**src/rtl/jtframe_rom_dwnld_router.sv**
```systemverilog
// jtframe_rom_dwnld_router
// Takes the byte-wide ROM download stream and turns it into SDRAM bank write
// requests. The first HEADER bytes are not written; the first four of them are
// kept on the header port. Requests are held until the controller accepts them.
// A one-entry skid buffer absorbs a byte that arrives while a write is pending.
// dwnld_busy keeps the game in reset until the last byte is committed, and then
// for LINGER more cycles.
module jtframe_rom_dwnld_router #(
  parameter int unsigned HEADER    = 0,
  parameter logic [24:0] BA1_START = 25'h10_0000,
  parameter logic [24:0] BA2_START = 25'h18_0000,
  parameter logic [24:0] BA3_START = 25'h1C_0000,
  parameter bit          SWAB      = 1'b0,
  parameter int unsigned LINGER    = 256
) (
  input  logic        clk_rom,
  input  logic        rst,
  input  logic        downloading,
  input  logic [24:0] ioctl_addr,
  input  logic [7:0]  ioctl_data,
  input  logic        ioctl_rom_wr,
  output logic [21:0] prog_addr,
  output logic [7:0]  prog_data,
  output logic [1:0]  prog_mask,
  output logic [1:0]  prog_bank,
  output logic        prog_we,
  input  logic        prog_rdy,
  output logic [31:0] header,
  output logic        dwnld_busy,
  output logic        overflow
);

  // The linger counter gets one extra bit when LINGER does not fit in eight.
  localparam int unsigned   CW       = (LINGER > 255) ? 9 : 8;
  localparam logic [24:0]   HEADER_W = 25'(HEADER);
  localparam logic [CW-1:0] LINGER_W = CW'(LINGER);
  localparam logic [CW-1:0] ONE_C    = CW'(1);
  localparam logic [CW-1:0] ZERO_C   = CW'(0);

  typedef enum logic [0:0] {
    ST_IDLE = 1'b0,
    ST_WAIT = 1'b1
  } state_t;

  typedef struct packed {
    logic [21:0] addr;
    logic [7:0]  data;
    logic [1:0]  mask;
    logic [1:0]  bank;
  } req_t;

  localparam logic [33:0] REQ_ZERO = 34'd0;

  state_t          state_q, state_d;
  req_t            out_q, out_d;
  req_t            skid_q, skid_d;
  logic            skid_full_q, skid_full_d;
  logic            prog_we_q, prog_we_d;
  logic [31:0]     header_q, header_d;
  logic            overflow_q, overflow_d;
  logic            busy_q, busy_d;
  logic [CW-1:0]   linger_q, linger_d;
  logic            dl_q, dl_d;

  logic            strobe_s;
  logic [25:0]     hdr_diff_s;
  logic            in_hdr_s;
  logic [24:0]     eff_s;
  logic [24:0]     start_s;
  logic [1:0]      bank_s;
  logic [24:0]     off_s;
  logic            lane_s;
  logic            range_err_s;
  logic            hdr_wr_s;
  logic            req_valid_s;
  logic            range_drop_s;
  logic            fifo_drop_s;
  logic            pending_s;
  req_t            req_s;

  // Decode an incoming byte: header or data, target bank, word address, lane.
  always_comb begin
    strobe_s   = ioctl_rom_wr & downloading;
    // The borrow of addr - HEADER tells whether the byte lies in the header.
    hdr_diff_s = {1'b0, ioctl_addr} - {1'b0, HEADER_W};
    in_hdr_s   = hdr_diff_s[25];
    eff_s      = hdr_diff_s[24:0];
    if (eff_s >= BA3_START) begin
      bank_s  = 2'd3;
      start_s = BA3_START;
    end else if (eff_s >= BA2_START) begin
      bank_s  = 2'd2;
      start_s = BA2_START;
    end else if (eff_s >= BA1_START) begin
      bank_s  = 2'd1;
      start_s = BA1_START;
    end else begin
      bank_s  = 2'd0;
      start_s = 25'd0;
    end
    off_s        = eff_s - start_s;
    lane_s       = off_s[0] ^ SWAB;
    range_err_s  = (off_s[24:23] != 2'b00);
    req_s.addr   = off_s[22:1];
    req_s.data   = ioctl_data;
    req_s.mask   = lane_s ? 2'b01 : 2'b10;
    req_s.bank   = bank_s;
    hdr_wr_s     = strobe_s & in_hdr_s & (ioctl_addr[24:2] == 23'd0);
    req_valid_s  = strobe_s & ~in_hdr_s & ~range_err_s;
    range_drop_s = strobe_s & ~in_hdr_s & range_err_s;
    pending_s    = (state_q == ST_WAIT) | skid_full_q;
  end

  // Write FSM: output register load, handshake with prog_rdy, skid buffer.
  always_comb begin
    state_d     = state_q;
    out_d       = out_q;
    skid_d      = skid_q;
    skid_full_d = skid_full_q;
    prog_we_d   = prog_we_q;
    fifo_drop_s = 1'b0;
    case (state_q)
      ST_IDLE: begin
        if (req_valid_s) begin
          out_d     = req_s;
          prog_we_d = 1'b1;
          state_d   = ST_WAIT;
        end else begin
          prog_we_d = 1'b0;
          state_d   = ST_IDLE;
        end
      end
      ST_WAIT: begin
        if (prog_rdy) begin
          if (skid_full_q) begin
            // Buffered byte moves out; a same-cycle strobe refills the buffer.
            out_d     = skid_q;
            prog_we_d = 1'b1;
            if (req_valid_s) begin
              skid_d      = req_s;
              skid_full_d = 1'b1;
            end else begin
              skid_full_d = 1'b0;
            end
          end else if (req_valid_s) begin
            // Back-to-back write with no idle cycle on prog_we.
            out_d     = req_s;
            prog_we_d = 1'b1;
          end else begin
            prog_we_d = 1'b0;
            state_d   = ST_IDLE;
          end
        end else if (req_valid_s) begin
          if (skid_full_q) begin
            fifo_drop_s = 1'b1;
          end else begin
            skid_d      = req_s;
            skid_full_d = 1'b1;
          end
        end else begin
          prog_we_d = 1'b1;
        end
      end
      default: begin
        state_d     = ST_IDLE;
        prog_we_d   = 1'b0;
        skid_full_d = 1'b0;
      end
    endcase
  end

  // Header capture, sticky overflow flag and the busy/linger timer.
  always_comb begin
    header_d = header_q;
    dl_d     = downloading;
    if (hdr_wr_s) begin
      case (ioctl_addr[1:0])
        2'd0:    header_d[7:0]   = ioctl_data;
        2'd1:    header_d[15:8]  = ioctl_data;
        2'd2:    header_d[23:16] = ioctl_data;
        default: header_d[31:24] = ioctl_data;
      endcase
    end else begin
      header_d = header_q;
    end
    // A drop wins over the clear so a byte lost on the first cycle is reported.
    if (range_drop_s || fifo_drop_s) begin
      overflow_d = 1'b1;
    end else if (downloading && !dl_q) begin
      overflow_d = 1'b0;
    end else begin
      overflow_d = overflow_q;
    end
    if (downloading || pending_s) begin
      linger_d = LINGER_W;
      busy_d   = 1'b1;
    end else if (linger_q != ZERO_C) begin
      linger_d = linger_q - ONE_C;
      busy_d   = (linger_q != ONE_C);
    end else begin
      linger_d = ZERO_C;
      busy_d   = 1'b0;
    end
  end

  // All state registers; rst abandons any pending write immediately.
  always_ff @(posedge clk_rom or posedge rst) begin
    if (rst) begin
      state_q     <= ST_IDLE;
      out_q       <= REQ_ZERO;
      skid_q      <= REQ_ZERO;
      skid_full_q <= 1'b0;
      prog_we_q   <= 1'b0;
      header_q    <= 32'd0;
      overflow_q  <= 1'b0;
      busy_q      <= 1'b0;
      linger_q    <= ZERO_C;
      dl_q        <= 1'b0;
    end else begin
      state_q     <= state_d;
      out_q       <= out_d;
      skid_q      <= skid_d;
      skid_full_q <= skid_full_d;
      prog_we_q   <= prog_we_d;
      header_q    <= header_d;
      overflow_q  <= overflow_d;
      busy_q      <= busy_d;
      linger_q    <= linger_d;
      dl_q        <= dl_d;
    end
  end

  assign prog_addr  = out_q.addr;
  assign prog_data  = out_q.data;
  assign prog_mask  = out_q.mask;
  assign prog_bank  = out_q.bank;
  assign prog_we    = prog_we_q;
  assign header     = header_q;
  assign dwnld_busy = busy_q;
  assign overflow   = overflow_q;

endmodule

```
**config.mk**
```make
export PLATFORM = sky130hd
export DESIGN_NAME = jtframe_rom_dwnld_router
export DESIGN_NICKNAME = d
export VERILOG_FILES = /design/src/rtl/jtframe_rom_dwnld_router.sv
export SDC_FILE = /design/constraint.sdc
export NUM_CORES = 1
export LEC_CHECK = 0
export CAP_MARGIN = 20
export CORE_MARGIN = 4
export CORE_UTILIZATION = 46
export CTS_BUF_LIST = sky130_fd_sc_hd__clkbuf_8
export CTS_CLUSTER_SIZE = 16
export DETAILED_ROUTE_END_ITERATION = 8
export PLACE_DENSITY = 0.79
export SETUP_SLACK_MARGIN = 0.05
export SKIP_LAST_GASP = 1
export SYNTH_ARGS = -nofsm -noshare
export SYNTH_HDL_FRONTEND = slang
export SYNTH_SLANG_ARGS = --single-unit
```
**constraint.sdc**
```tcl
create_clock -name clk_rom -period 2.87 [get_ports clk_rom]
set_clock_uncertainty 0.2 [all_clocks]
set_input_delay 0.574 -clock clk_rom [delete_from_list [all_inputs] [get_ports clk_rom]]
set_output_delay 0.574 -clock clk_rom [all_outputs]
set_load 0.01 [all_outputs]
```
==> run_results.csv, run 1 <==
group,metric,value,unit
drt,wl_per_cell,17.0,um
placed_design,routabilityCongestion,0.811,
floorplanning,ios,107,
sta,finalSetupViolations,0,
yosys,async_reset_ff_share,100,%
setup_path,crit_fanout,8,
run_status,status,"complete, no violations",
cts,cts_buffers,9,
flow_run,maxCapViolCount,0,
grt,grt_max_degree,50,
cells_and_area,drive_gt1_share,42.2,%
drt,final_antenna_net_count,0,
sta,slew_viol_final,0,
power_and_ir_drop,p_total,0.00333,W
setup_path,r2r-start,"linger_q[0]",
yosys,synth_seq_cells,83,
floorplanning,rows,34,
grt,grt_overflow,0,
grt,grt_pass1_wl,15200,um
yosys,synthFlopType,"dfrtp_1",
sta,hold_viol_final,0,
placed_design,io_buffers,74,
cts,clock-root-buffer,"clkbuf_8",
setup_path,cp.required,2.91,ns
yosys,ys.warnings.count,0,
yosys,synth.distinct_cells,51,
sta,max_freq,363,MHz
placed_design,dp_hpwl,6310,um
grt,grt_usage,18.5,%
floorplanning,die_h,103,um
setup_path,critPathLaunchType,"input pin",
setup_path,reg2reg_depth,6,
drt,route.met2.wl,4810,um
drt,firstDrtPassIters,4,
cells_and_area,antenna_cells,0,
cts,path_clk_slew,0.08,ns
power_and_ir_drop,power_density,582,nW/um^2
cts,h-tree-depth,3,
cells_and_area,area_growth,36.6,%
sta,max_slew_margin,58.1,%
yosys,synth_area,4190,um^2
power_and_ir_drop,ir_drop,0.287,mV
setup_path,crit_type,"in2reg",
drt,met1_length,4150,um
cts,insertion_delay,0.36,ns
setup_path,cp-endpoint,"skid_q[30]",
drt,drt_iter0_drc,167,
yosys,syn_avg_cell_area,12.6,um^2
drt,drc_errors,0,
cts,clockBufferDepth,2,
cts,cts_tree,"done",
floorplanning,core,8810,um^2
cells_and_area,nNetsFinal,496,
sta,min_period,2.75,ns
cts,clock-sinks,83,
yosys,ys_seq_area_share,49.6,%
floorplanning,die_area,10700,um^2
drt,wl_met3,488,um
sta,max_slew.worst_pin.slew,0.629,ns
grt,grt_pass1_vias,3029,
drt,vias,2941,
power_and_ir_drop,leakage,2.58,nW
drt,viasPerCell,5.21,
drt,top_layer_used,"met4",
setup_path,r2r_end,"linger_q[4]",
sta,setup_tns,0,ns
yosys,synth_edf_count,0,
grt,antenna_found_initial,0,
sta,rsz0062_at_grt,"false",
setup_path,worst_setup_path_end_kind,"flop",
setup_path,r2r_slack,0.79,ns
min_path,hp-class,"reg2reg",
sta,fin_crit_sh,95.9,%
yosys,syn_inst,333,
floorplanning,initial_core_util,47.6,%
setup_path,arrival,2.79,ns
floorplanning,die_w,103,um
drt,wl,9590,um
setup_path,startpoint,"ioctl_addr[24]",
-- flip-flops by register name, indices dropped and copies added, names as in the netlist, 2 cells and up --
register / count
skid_q: 34
prog_mask: 2
linger_q: 9
prog_addr: 22
prog_data: 8
prog_bank: 2
-- synthesized netlist by cell type, types with 5 or more instances --
cell type / n / area [um^2]
o21ai_0: 5 / 25.0
nand2_1: 12 / 45.0
xnor2_1: 6 / 52.6
dfrtp_1: 83 / 2080
buf_4: 35 / 263
nand2b_1: 5 / 31.3
nor2_1: 15 / 56.3
inv_1: 11 / 41.3
or2_2: 32 / 200
o221a_2: 31 / 349
mux2_4: 28 / 420
ha_1: 5 / 62.6
-- cell type report --
class,instances,area (um^2)
Multi-Input combinational cell,225,2010
Inverter,11,47.5
Clock buffer,10,138
Tap cell,108,135
Timing Repair Buffer,122,1280
Fill cell,682,3080
Clock inverter,6,41.3
Sequential cell,83,2080
-- cell usage in the layout (no fill, tap or decap), drive strengths merged, types with 2 or more instances in the layout --
| cell | synthesis | layout |
|---|---|---|
| or3 | 2 | 2 |
| nand2b | 5 | 5 |
| mux2i | 2 | 2 |
| nor3 | 4 | 4 |
| a31oi | 2 | 2 |
| nor4 | 2 | 2 |
| or2 | 32 | 32 |
| o21ai | 7 | 7 |
| inv | 11 | 12 |
| and2 | 3 | 3 |
| nand3 | 4 | 4 |
| buf | 42 | 54 |
| ha | 5 | 5 |
| o221a | 33 | 33 |
| clkinvlp | 0 | 3 |
| nand2 | 14 | 14 |
| a211oi | 2 | 2 |
| conb | 1 | 32 |
| dfrtp | 83 | 83 |
| nor2 | 16 | 16 |
| clkdlybuf4s50 | 0 | 67 |
| clkinv | 0 | 2 |
| o2111ai | 3 | 3 |
| xnor2 | 6 | 6 |
| clkbuf | 3 | 11 |
| mux2 | 32 | 32 |
| a21oi | 5 | 5 |
| xor2 | 3 | 3 |
-- worst min path at each step --
stage	start	to	slack [ns]	cells after the start
6_report	linger_q[0]	linger_q[0]	0.30	1
5_1_grt	skid_q[24]	skid_q[24]	0.32	1
4_1_cts	skid_q[32]	skid_q[32]	0.31	1
3_5_place_dp	skid_q[18]	skid_q[18]	0.29	1
3_3_place_gp	linger_q[0]	linger_q[0]	0.27	1
2_1_floorplan	linger_q[0]	linger_q[0]	0.26	1
-- where the power goes --
part / switching (W) / internal, W / leakage, nW
clock network: 0.000442 / 0.000338 / 0.0901
logic: 0.000386 / 0.000616 / 1.47
registers: 0.000153 / 0.00140 / 1.02
-- routing by layer --
| layer | vias up | global-route usage (%) |
|---|---|---|
| met5 | - | 0 |
| met4 | 0 | 5.88 |
| met3 | 12 | 4.23 |
| met2 | 87 | 30.8 |
| met1 | 1474 | 23.9 |
| li1 | 1368 | - |
-- cells by family (layout without fill, tap and decap cells) --
logic type	count (synthesis)	count (layout)	share of synthesized area [%]
other cells	1	32	0.0895
flops	83	83	49.6
compound gates	59	59	14.2
fa+ha+maj	6	6	1.97
mux	34	34	11.6
xor+xnor	9	9	1.88
buf+inv	56	149	9.43
simple gates	85	85	11.3
-- worst max-delay path: stages --
cell       delay (ns)
buf_4            0.14
nor2_4           0.09
nand2_2          0.08
a21oi_4          0.16
ha_4             0.23
nor2b_4          0.13
buf_4            0.13
o2111ai_4        0.24
a21oi_4          0.10
o21ai_4          0.37
buf_12           0.20
mux2_2           0.34
-- what timing repair did --
item	4_1_cts	5_1_grt
setup endpoints to repair	71	67
hold buffers	0	0
pin swaps	11	14
cloned	5	0
resized for setup	42	29
buffers inserted	8	4
-- through the flow --
stage               util, %  cells  setup WS (ns)  hold slack [ns]  cell area, um^2
floorplan                 -    364         0.0216            0.255             4350
global placement       58.6    532         -0.532            0.271             5160
detailed placement     58.6    532         -0.619            0.286             5160
CTS                    63.5    561         0.0563            0.307             5600
global route           65.0    565         0.0366            0.321             5720
finish                 65.0    565          0.118            0.300             5720
Note: power is estimated with default switching activity, not from simulation.
==> run 2: changes to the inputs <==
CORE_UTILIZATION = 55   (was 46)
PLACE_DENSITY = 0.88   (was 0.79)
clock period = 3.4 ns   (was 2.87 ns; I/O delays follow)
==> run_results.csv, run 2 (synthesis gave the netlist of run 1 again) <==
group,metric,value,unit
floorplanning,die_h,95.3,um
floorplanning,die_area,9080,um^2
grt,grt_pass1_wl,14500,um
min_path,hp-class,"reg2reg",
power_and_ir_drop,leakage,2.39,nW
cells_and_area,antenna_cells,0,
cts,h-tree-depth,3,
grt,grt_max_degree,52,
cells_and_area,area_growth,25.3,%
run_status,status,"complete, no violations",
cts,cts_tree,"done",
drt,top_layer_used,"met4",
cts,clock-root-buffer,"clkbuf_8",
floorplanning,rows,31,
setup_path,cp.required,3.43,ns
cts,cts_buffers,9,
cts,ctsHoldBuffers,0,
cells_and_area,largest_reg_flops,34,
power_and_ir_drop,ir_drop,0.228,mV
drt,route.met2.wl,4590,um
setup_path,critPathLaunchType,"input pin",
drt,final_antenna_net_count,0,
grt,grt_overflow,0,
cts,clock-sinks,83,
drt,wl_per_cell,16.7,um
floorplanning,initial_core_util,57.2,%
cells_and_area,nNetsFinal,468,
sta,max_slew.worst_pin.slew,0.896,ns
flow_run,maxCapViolCount,0,
grt,antenna_found_initial,0,
setup_path,arrival,3.26,ns
floorplanning,die_w,95.3,um
drt,drt_iter0_drc,119,
drt,wl,8800,um
drt,firstDrtPassIters,4,
drt,wl_met3,400,um
cells_and_area,final_cell_mix,"83 x dfrtp_1, 73 x clkdlybuf4s50_1, 32 x or2_2, 32 x conb_1, 31 x o221a_2",
drt,met1_length,3660,um
grt,grt_pass1_vias,3044,
sta,fin_crit_sh,94.9,%
power_and_ir_drop,pwr-share-clk,24.9,%
power_and_ir_drop,comb_power_share,28.6,%
sta,min_period,3.23,ns
cts,insertion_delay,0.34,ns
placed_design,dp_hpwl,6270,um
sta,rsz0062_at_grt,"false",
cts,post-cts-setup-buffers,0,
sta,max_slew_margin,40.1,%
cts,path_clk_slew,0.08,ns
power_and_ir_drop,p_sw_share,28.1,%
placed_design,io_buffers,74,
sta,max_freq,310,MHz
cells_and_area,mostFrequentLayoutCell,"dfrtp_1",
sta,hold_viol_final,0,
drt,viasPerCell,5.40,
placed_design,routabilityCongestion,0.797,
setup_path,crit_fanout,18,
power_and_ir_drop,power_density,534,nW/um^2
power_and_ir_drop,switchingPower,0.000788,W
placed_design,placed_cells,512,
floorplanning,ios,107,
cells_and_area,finalNonFillerCells,528,
drt,drc_errors,0,
power_and_ir_drop,seqPwrFrac,46.5,%
sta,setup_tns,0,ns
floorplanning,core,7330,um^2
drt,vias,2849,
grt,grt_usage,20.5,%
setup_path,worst_setup_path_end_kind,"flop",
cells_and_area,top_register,"skid_q",
sta,finalSetupViolations,0,
sta,slew_viol_final,0,
power_and_ir_drop,p_int,0.00202,W
setup_path,crit_type,"in2reg",
cells_and_area,drive_gt1_share,34.0,%
cts,clockBufferDepth,2,
## run 2: cell count changes in the layout (fill, tap and decap cells not counted), moves of 3 or more
cell	before	now
a21oi_4	3	0
buf_16	5	0
buf_4	32	14
buf_6	9	0
clkdlybuf4s50_1	67	73
clkinv_2	1	4
o221a_2	27	31
o221a_4	4	0
## run 2: cell type report
class	instances	area, um^2
Clock buffer	10	138
Multi-Input combinational cell	225	1850
Tap cell	99	124
Timing Repair Buffer	94	968
Sequential cell	83	2080
Inverter	11	42.5
Fill cell	485	2080
Clock inverter	6	56.3
## run 2: worst max-delay path, cell delays in order
cell and delay, ns:
clkdlybuf4s50_1 0.54, nor2_2 0.07, nand2_1 0.08, a21oi_1 0.07
buf_4 0.16, fa_1 0.40, nor2_1 0.13, o2111ai_2 0.18
a211oi_2 0.33, o21ai_4 0.11, buf_12 0.19, mux2_4 0.31
## run 2: per-stage QoR
stage	hold slack [ns]	utilization (%)	total power [W]	setup WS [ns]	cell area, um^2
2_1_floorplan	0.255	-	0.00177	0.252	4310
3_3_place_gp	0.270	68.8	0.00209	-0.115	5040
3_5_place_dp	0.279	68.8	0.00213	-0.214	5040
4_1_cts	0.289	71.5	0.00283	0.145	5240
5_1_grt	0.316	71.7	0.00297	0.0524	5250
6_report	0.287	71.7	0.00281	0.175	5250
## run 2: worst paths after layout
kind | from | to | slack, ns | cells past startpoint
max in group asynchronous | rst | prog_addr[7] | 1.85 | 3
min in group asynchronous | rst | prog_addr[6] | 0.49 | 2
worst max-delay path | ioctl_addr[23] | skid_q[27] | 0.17 | 12
worst min-delay path | linger_q[0] | linger_q[0] | 0.29 | 1
worst min register to register | linger_q[0] | linger_q[0] | 0.29 | 1
worst max register to register | state_q | prog_addr[13] | 1.24 | 4
## run 2: power by group through the flow
stage                     Sequential [W]  Clock (W)  Combinational (W)
after floorplan                  0.00135          0           0.000420
after global placement           0.00131          0           0.000777
after detailed placement         0.00132          0           0.000809
after CTS                        0.00131   0.000717           0.000813
after global routing             0.00133   0.000766           0.000872
final                            0.00130   0.000698           0.000804
## run 2: timing repair
item                                    4_1_cts  5_1_grt
hold endpoints to repair                      0        0
gates resized for setup                       0        3
endpoints found under the setup margin        0       67
## run 2: layer usage
| metal | vias up | global-route usage, % |
|---|---|---|
| met4 | 0 | 6.97 |
| met1 | 1457 | 25.4 |
| met2 | 76 | 35.7 |
| met3 | 14 | 4.10 |
| li1 | 1302 | - |
| met5 | - | 0 |
